File: src/rtl/fifo_multi_channel_if.sv
// Push/pop/flush bus of the multi-channel FIFO. The slave modport is the FIFO side,
// the master modport is the producer/consumer side.
interface fifo_multi_channel_if #(
   parameter int unsigned NCH      = 4,
   parameter int unsigned LG_NCH   = 2,
   parameter int unsigned LG_DEPTH = 4,
   parameter int unsigned WIDTH    = 10
);
   logic                         ready;
   logic                         pu_en;
   logic [LG_NCH-1:0]            pu_ch;
   logic [WIDTH-1:0]             pu_data;
   logic                         po_en;
   logic [LG_NCH-1:0]            po_ch;
   logic [WIDTH-1:0]             po_data;
   logic                         po_vld;
   logic                         flush_en;
   logic [LG_NCH-1:0]            flush_ch;
   logic                         err_clr;
   logic [NCH-1:0]               full;
   logic [NCH-1:0]               empty;
   logic [NCH-1:0]               afull;
   logic [NCH-1:0]               aempty;
   logic [NCH*(LG_DEPTH+1)-1:0]  count_flat;
   logic [NCH-1:0]               err_ovf;
   logic [NCH-1:0]               err_udf;

   modport master (
      input  ready, po_data, po_vld, full, empty, afull, aempty, count_flat, err_ovf, err_udf,
      output pu_en, pu_ch, pu_data, po_en, po_ch, flush_en, flush_ch, err_clr
   );

   modport slave (
      output ready, po_data, po_vld, full, empty, afull, aempty, count_flat, err_ovf, err_udf,
      input  pu_en, pu_ch, pu_data, po_en, po_ch, flush_en, flush_ch, err_clr
   );
endinterface

File: src/rtl/fifo_multi_channel.sv
// NCH independent FIFO queues sharing one storage array addressed as {channel, pointer},
// with flush, thresholds, sticky error flags and a memory-clearing init after reset.
module fifo_multi_channel #(
   parameter int unsigned NCH       = 4,
   parameter int unsigned LG_NCH    = 2,
   parameter int unsigned DEPTH     = 16,
   parameter int unsigned LG_DEPTH  = 4,
   parameter int unsigned WIDTH     = 10,
   parameter int unsigned AFULL_TH  = 12,
   parameter int unsigned AEMPTY_TH = 2
) (
   input logic                  clk,
   input logic                  rst,
   fifo_multi_channel_if.slave  io_bus
);
   localparam int unsigned CW = LG_DEPTH + 1;
   localparam int unsigned AW = LG_NCH + LG_DEPTH;

   typedef enum logic {StInit, StRun} state_e;

   state_e              r_state, w_state_nxt;
   logic [AW-1:0]       r_init_addr, w_init_addr_nxt;
   logic [WIDTH-1:0]    r_mem [NCH*DEPTH];
   logic [LG_DEPTH-1:0] r_head [NCH];
   logic [LG_DEPTH-1:0] r_tail [NCH];
   logic [CW-1:0]       r_count [NCH];
   logic [LG_DEPTH-1:0] w_head_nxt [NCH];
   logic [LG_DEPTH-1:0] w_tail_nxt [NCH];
   logic [CW-1:0]       w_count_nxt [NCH];
   logic [NCH-1:0]      r_err_ovf, r_err_udf, w_ovf_set, w_udf_set;
   logic [NCH-1:0]      w_full, w_empty, w_afull, w_aempty;
   logic [NCH*CW-1:0]   w_count_flat;
   logic [WIDTH-1:0]    r_po_data;
   logic                r_po_vld;
   logic                w_ready, w_flush_pu, w_flush_po, w_pop_acc, w_push_acc;

   // FSM: INIT walks every storage address once, then RUN until the next reset
   always_ff @(posedge clk) begin
      if (rst) begin
         r_state     <= StInit;
         r_init_addr <= '0;
      end else begin
         r_state     <= w_state_nxt;
         r_init_addr <= w_init_addr_nxt;
      end
   end

   always_comb begin
      w_state_nxt     = r_state;
      w_init_addr_nxt = r_init_addr;
      case (r_state)
         StInit: begin
            w_init_addr_nxt = r_init_addr + 1'b1;
            if (r_init_addr == '1) w_state_nxt = StRun;
         end
         StRun:   w_state_nxt = StRun;
         default: w_state_nxt = StInit;
      endcase
   end

   assign w_ready = (r_state == StRun);

   always_comb begin
      w_count_flat = '0;
      for (int c = 0; c < NCH; c++) begin
         w_full[c]   = (r_count[c] == CW'(DEPTH));
         w_empty[c]  = (r_count[c] == '0);
         w_afull[c]  = (r_count[c] >= CW'(AFULL_TH));
         w_aempty[c] = (r_count[c] <= CW'(AEMPTY_TH));
         w_count_flat[c*CW +: CW] = r_count[c];
      end
   end

   // Flush wins over push/pop on the same channel; a full channel may still take a push
   // when the same cycle pops it.
   assign w_flush_pu = io_bus.flush_en && (io_bus.flush_ch == io_bus.pu_ch);
   assign w_flush_po = io_bus.flush_en && (io_bus.flush_ch == io_bus.po_ch);
   assign w_pop_acc  = w_ready && io_bus.po_en && !w_empty[io_bus.po_ch] && !w_flush_po;
   assign w_push_acc = w_ready && io_bus.pu_en && !w_flush_pu &&
                       (!w_full[io_bus.pu_ch] || (w_pop_acc && (io_bus.po_ch == io_bus.pu_ch)));

   always_comb begin
      w_ovf_set = '0;
      w_udf_set = '0;
      if (w_ready && io_bus.pu_en && !w_push_acc && !w_flush_pu) w_ovf_set[io_bus.pu_ch] = 1'b1;
      if (w_ready && io_bus.po_en && w_empty[io_bus.po_ch] && !w_flush_po) begin
         w_udf_set[io_bus.po_ch] = 1'b1;
      end
   end

   always_comb begin
      for (int c = 0; c < NCH; c++) begin
         w_head_nxt[c]  = r_head[c];
         w_tail_nxt[c]  = r_tail[c];
         w_count_nxt[c] = r_count[c];
         if (w_ready && io_bus.flush_en && (io_bus.flush_ch == LG_NCH'(c))) begin
            w_head_nxt[c]  = '0;
            w_tail_nxt[c]  = '0;
            w_count_nxt[c] = '0;
         end else begin
            if (w_pop_acc && (io_bus.po_ch == LG_NCH'(c))) w_head_nxt[c] = r_head[c] + 1'b1;
            if (w_push_acc && (io_bus.pu_ch == LG_NCH'(c))) w_tail_nxt[c] = r_tail[c] + 1'b1;
            case ({w_push_acc && (io_bus.pu_ch == LG_NCH'(c)),
                   w_pop_acc && (io_bus.po_ch == LG_NCH'(c))})
               2'b10:   w_count_nxt[c] = r_count[c] + 1'b1;
               2'b01:   w_count_nxt[c] = r_count[c] - 1'b1;
               default: w_count_nxt[c] = r_count[c];
            endcase
         end
      end
   end

   always_ff @(posedge clk) begin
      if (rst) begin
         for (int c = 0; c < NCH; c++) begin
            r_head[c]  <= '0;
            r_tail[c]  <= '0;
            r_count[c] <= '0;
         end
         r_err_ovf <= '0;
         r_err_udf <= '0;
         r_po_vld  <= 1'b0;
         r_po_data <= '0;
      end else begin
         for (int c = 0; c < NCH; c++) begin
            r_head[c]  <= w_head_nxt[c];
            r_tail[c]  <= w_tail_nxt[c];
            r_count[c] <= w_count_nxt[c];
         end
         // A new error in the same cycle as err_clr stays set
         r_err_ovf <= (io_bus.err_clr ? '0 : r_err_ovf) | w_ovf_set;
         r_err_udf <= (io_bus.err_clr ? '0 : r_err_udf) | w_udf_set;
         r_po_vld  <= w_pop_acc;
         if (w_pop_acc) r_po_data <= r_mem[{io_bus.po_ch, r_head[io_bus.po_ch]}];
      end
   end

   always_ff @(posedge clk) begin
      if (r_state == StInit) begin
         r_mem[r_init_addr] <= '0;
      end else if (w_push_acc) begin
         r_mem[{io_bus.pu_ch, r_tail[io_bus.pu_ch]}] <= io_bus.pu_data;
      end
   end

   assign io_bus.ready      = w_ready;
   assign io_bus.po_data    = r_po_data;
   assign io_bus.po_vld     = r_po_vld;
   assign io_bus.full       = w_full;
   assign io_bus.empty      = w_empty;
   assign io_bus.afull      = w_afull;
   assign io_bus.aempty     = w_aempty;
   assign io_bus.count_flat = w_count_flat;
   assign io_bus.err_ovf    = r_err_ovf;
   assign io_bus.err_udf    = r_err_udf;
endmodule
File: src/flat_wrapper.sv
// flat-port wrapper written by rule: the top's interface ports become plain ports
module fifo_multi_channel_flat 
#(
   parameter int unsigned NCH       = 4,
   parameter int unsigned LG_NCH    = 2,
   parameter int unsigned DEPTH     = 16,
   parameter int unsigned LG_DEPTH  = 4,
   parameter int unsigned WIDTH     = 10,
   parameter int unsigned AFULL_TH  = 12,
   parameter int unsigned AEMPTY_TH = 2
)
  (clk, rst, io_bus_ready, io_bus_po_data, io_bus_po_vld, io_bus_full, io_bus_empty, io_bus_afull, io_bus_aempty, io_bus_count_flat, io_bus_err_ovf, io_bus_err_udf, io_bus_pu_en, io_bus_pu_ch, io_bus_pu_data, io_bus_po_en, io_bus_po_ch, io_bus_flush_en, io_bus_flush_ch, io_bus_err_clr);
  fifo_multi_channel_if #(.NCH(NCH), .LG_NCH(LG_NCH), .LG_DEPTH(LG_DEPTH), .WIDTH(WIDTH)) io_bus_i ();
  input logic clk;
  input logic rst;
  output wire logic [$bits(io_bus_i.ready)-1:0] io_bus_ready;
  output wire logic [$bits(io_bus_i.po_data)-1:0] io_bus_po_data;
  output wire logic [$bits(io_bus_i.po_vld)-1:0] io_bus_po_vld;
  output wire logic [$bits(io_bus_i.full)-1:0] io_bus_full;
  output wire logic [$bits(io_bus_i.empty)-1:0] io_bus_empty;
  output wire logic [$bits(io_bus_i.afull)-1:0] io_bus_afull;
  output wire logic [$bits(io_bus_i.aempty)-1:0] io_bus_aempty;
  output wire logic [$bits(io_bus_i.count_flat)-1:0] io_bus_count_flat;
  output wire logic [$bits(io_bus_i.err_ovf)-1:0] io_bus_err_ovf;
  output wire logic [$bits(io_bus_i.err_udf)-1:0] io_bus_err_udf;
  input wire logic [$bits(io_bus_i.pu_en)-1:0] io_bus_pu_en;
  input wire logic [$bits(io_bus_i.pu_ch)-1:0] io_bus_pu_ch;
  input wire logic [$bits(io_bus_i.pu_data)-1:0] io_bus_pu_data;
  input wire logic [$bits(io_bus_i.po_en)-1:0] io_bus_po_en;
  input wire logic [$bits(io_bus_i.po_ch)-1:0] io_bus_po_ch;
  input wire logic [$bits(io_bus_i.flush_en)-1:0] io_bus_flush_en;
  input wire logic [$bits(io_bus_i.flush_ch)-1:0] io_bus_flush_ch;
  input wire logic [$bits(io_bus_i.err_clr)-1:0] io_bus_err_clr;
  assign io_bus_ready = io_bus_i.ready;
  assign io_bus_po_data = io_bus_i.po_data;
  assign io_bus_po_vld = io_bus_i.po_vld;
  assign io_bus_full = io_bus_i.full;
  assign io_bus_empty = io_bus_i.empty;
  assign io_bus_afull = io_bus_i.afull;
  assign io_bus_aempty = io_bus_i.aempty;
  assign io_bus_count_flat = io_bus_i.count_flat;
  assign io_bus_err_ovf = io_bus_i.err_ovf;
  assign io_bus_err_udf = io_bus_i.err_udf;
  assign io_bus_i.pu_en = io_bus_pu_en;
  assign io_bus_i.pu_ch = io_bus_pu_ch;
  assign io_bus_i.pu_data = io_bus_pu_data;
  assign io_bus_i.po_en = io_bus_po_en;
  assign io_bus_i.po_ch = io_bus_po_ch;
  assign io_bus_i.flush_en = io_bus_flush_en;
  assign io_bus_i.flush_ch = io_bus_flush_ch;
  assign io_bus_i.err_clr = io_bus_err_clr;
  fifo_multi_channel #(.NCH(NCH), .LG_NCH(LG_NCH), .DEPTH(DEPTH), .LG_DEPTH(LG_DEPTH), .WIDTH(WIDTH), .AFULL_TH(AFULL_TH), .AEMPTY_TH(AEMPTY_TH)) u_core (.clk(clk), .rst(rst), .io_bus(io_bus_i));
endmodule
File: config.mk
export PLATFORM = sky130hd
export DESIGN_NAME = fifo_multi_channel_flat
export DESIGN_NICKNAME = d
export VERILOG_FILES = /design/src/rtl/fifo_multi_channel_if.sv /design/src/rtl/fifo_multi_channel.sv /design/src/flat_wrapper.sv
export SDC_FILE = /design/constraint.sdc
export NUM_CORES = 1
export LEC_CHECK = 0
export CAP_MARGIN = 10
export CORE_ASPECT_RATIO = 0.7
export CORE_UTILIZATION = 59
export CTS_CLUSTER_DIAMETER = 100
export CTS_CLUSTER_SIZE = 24
export DETAILED_ROUTE_END_ITERATION = 12
export PLACE_DENSITY_LB_ADDON = 0.05
export RECOVER_POWER = 100
export SLEW_MARGIN = 5
export SYNTH_ARGS = -nofsm -noshare
export SYNTH_HDL_FRONTEND = slang
export SYNTH_SLANG_ARGS = --single-unit
File: constraint.sdc
create_clock -name clk -period 11 [get_ports clk]
set_clock_uncertainty 0.05 [all_clocks]
set_input_delay 1.1 -clock clk [delete_from_list [all_inputs] [get_ports clk]]
set_output_delay 1.1 -clock clk [all_outputs]
set_load 0.05 [all_outputs]
==> impl_metrics.ini <==
[status]
status = finished, violations left
failed_checks = max-capacitance violations, max-slew violations

[yosys]
yosys_most_used_dff = edfxtp_1
synth_warnings = 0
synth_async_sr_flop_share_pct = 0
syn-instance-count = 1953
syn_area_um2 = 30300
synth_cell_types = 56
yosys_register_bits = 718
synth-edff-count = 640
post_synth.cell_area_avg_um2 = 15.5
yosysSeqAreaShare_pct = 68.5
syn_nets = 2004

[floorplanning]
die_h_um = 192
core_area_um2 = 50800
dieArea_um2 = 52300
rows = 69
die_w_um = 273
initial_utilization_pct = 59.8
ios = 78

[timing]
hold_slack_ns = 0.472
max_slew_margin_pct = -135
setup_tns_ns = 0
min_period_ns = 7.82
drv_slew = 922
worst_pin_slew_ns = 3.53
grt_setup_unrepaired = no
finalSetupViolations = 0
fin_crit_sh_pct = 71.1
timing.fmax_ghz = 0.128
finalHoldViolations = 0

[layout]
synthToLayoutAreaGrowth_pct = 8.37
final_layout_size_suffix_gt1_share_pct = 11.3
final_cell_mix = edfxtp_1 (640), mux2i_1 (259), mux2_2 (126), nor2_1 (81), dfxtp_1 (78)
num-nets-final = 2073
layout_commonest_cell = edfxtp_1

[clocking]
cts_resized = 0
clock_path_buffers = 3
clkSinkCount = 718
clock_latency_ns = 0.57
ctsHoldBuffers = 0
clock-root-buffer = clkbuf_16
clk_pin_slew_worst_paths_ns = 0.10
cts_tree = yes
numCtsBuffers = 35
cts_setup_buffers = 0
cts_max_level = 2

[critical_path]
crit_chain = dlygate4sd3_1 -> xnor2_1 -> a31oi_1 -> clkbuf_1 -> nand3_1 -> o2bb2ai_1 -> clkbuf_1 -> and2_2 -> clkbuf_1
critPathBufInv = 4
arrival_ns = 7.63
slowest_stage = clkbuf_1
critical_path_required_ns = 10.81
endpoint_kind = flop
cp_max_fo = 64
cp_slowest_stage_delay_ns = 2.40
critPathLaunchType = input pin
cpLargestDelayFamily = buffers and inverters
startpoint = io_bus_po_ch[0]
worst-path-stages = 9
cp_common_cell = clkbuf_1
r2r-start = u_core.io_bus.ready
path_class = in2reg
r2r_cells = 8

[hold_path]
hp-class = reg2reg
holdPathStages = 2
hp-start = u_core.r_tail[0][2]

[global_routing]
grt_max_degree = 91
grt_pass1_vias = 16500
overflow = 0
grt_pass1_wl_um = 108000
grt_usage_pct = 28.3
antenna_found_initial = 1

[detailed_routing]
via_per_inst = 6.43
drt_wl_total_um = 73700
first_iter_violations = 2040
firstDrtPassIters = 6
vias = 17500
postRouteAntennaNets = 0
wl_per_cell_um = 27.1
drc_errors = 0

[job]
drv_cap = 35

[power]
p_leak_nw = 11.6
p_switching_mw = 0.883
seq_power_share_pct = 65.9
p_per_area_nw_per_um2 = 136
ir_drop_mv = 0.174
internal_power_mw = 3.58
p_comb_share_pct = 2.1
swShare_pct = 19.8
fin_total_pwr_mw = 4.46
p_clk_share_pct = 32.0

[placement]
place_congestion = 0.884
detailed_place_hpwl_um = 46000
port_buffers = 77
## Yosys cell counts, types with 11 or more instances
cell,instances,area share [%]
and2_1,12,0.25
o211a_1,30,0.99
o21ai_0,55,0.91
mux2i_1,265,8.7
mux2_2,130,4.8
dfxtp_1,78,5.1
nor2_1,83,1.0
nand4_1,17,0.35
buf_2,48,0.79
o22ai_1,30,0.62
xor2_1,23,0.66
nand3_1,31,0.51
o211ai_1,11,0.27
clkbuf_1,50,0.62
edfxtp_1,640,63
inv_1,35,0.43
a21oi_1,48,0.79
nor4_1,63,1.3
nor3_1,24,0.40
nor2b_1,16,0.33
a221oi_1,40,1.2
xnor2_1,12,0.35
a22oi_1,28,0.69
ha_1,25,1.0
nand2_1,25,0.31
## worst register-to-register path, cell delays in order (launching register included)
cell and delay [ns]:
dfxtp_1 0.69, nand2_1 0.20, a31oi_1 0.18, clkbuf_1 0.44, nand3_1 0.18, o2bb2ai_1 0.60
clkbuf_1 1.08, and2_2 0.30, clkbuf_1 2.40
## power by group through the flow
stage	sequential [mW]	combinational (mW)	clock [mW]
after detailed placement	3.00	0.0968	0
after global routing	2.94	0.0963	1.54
after CTS	2.94	0.0972	1.45
final	2.94	0.0926	1.43
after global placement	3.00	0.0955	0
after floorplan	3.00	0.0469	0
## state kept, by name, summed over array words and instances (netlist names)
name,cells
u_core.io_bus.ready,1
u_core.io_bus.err_ovf,4
u_core.io_bus.po_data,10
u_core.r_mem,640
u_core.r_tail,16
u_core.r_head,16
u_core.io_bus.err_udf,4
u_core.r_init_addr,6
u_core.io_bus.po_vld,1
u_core.r_count,20
## per-layer routing
layer  share of wire, %  global-route usage (%)  up-vias
li1                   -                       -     7801
met1                 46                    44.5     8973
met2                 44                    41.5      656
met3                9.1                    5.59       82
met4                1.3                    4.25        2
met5              0.018                       0        -
## metrics by stage
step	setup slack [ns]	instance area (µm²)	utilization, %	std cells
finish	3.18	32900	64.8	2722
global route	2.73	32900	64.8	2721
CTS	5.50	33400	65.8	2719
detailed placement	4.92	32400	63.8	2657
global placement	5.08	32400	63.8	2657
floorplan	6.72	30300	-	1953
## path summary, 6_finish.rpt
check	end	slack [ns]
worst min-delay path	u_core.r_tail[0][2]	0.47
worst max register to register	u_core.r_mem[17][9]	4.13
worst min register to register	u_core.r_tail[0][2]	0.47
worst max-delay path	u_core.r_mem[17][9]	3.18
## layout make-up
cell class,instances,area [µm²]
clock buffers,61,983
repair buffers,150,1160
fillers,3667,17900
multi-input cells,1081,8960
clock inverters,1,8.76
flip-flops and latches,718,20800
diodes,1,2.50
well taps,674,843
inverters,36,135
## kinds of logic (layout without fill, tap and decap cells)
logic type | after synthesis | count (layout) | share of synthesized area (%)
fa+ha+maj | 29 | 29 | 1.30
mux | 415 | 415 | 14.7
buf+inv | 154 | 248 | 2.33
xor+xnor | 35 | 35 | 1.01
simple gates | 307 | 307 | 5.28
flops | 718 | 718 | 68.5
compound gates | 295 | 295 | 6.90
other cells | 0 | 1 | 0
No activity file was read; power rests on OpenSTA's default activity.
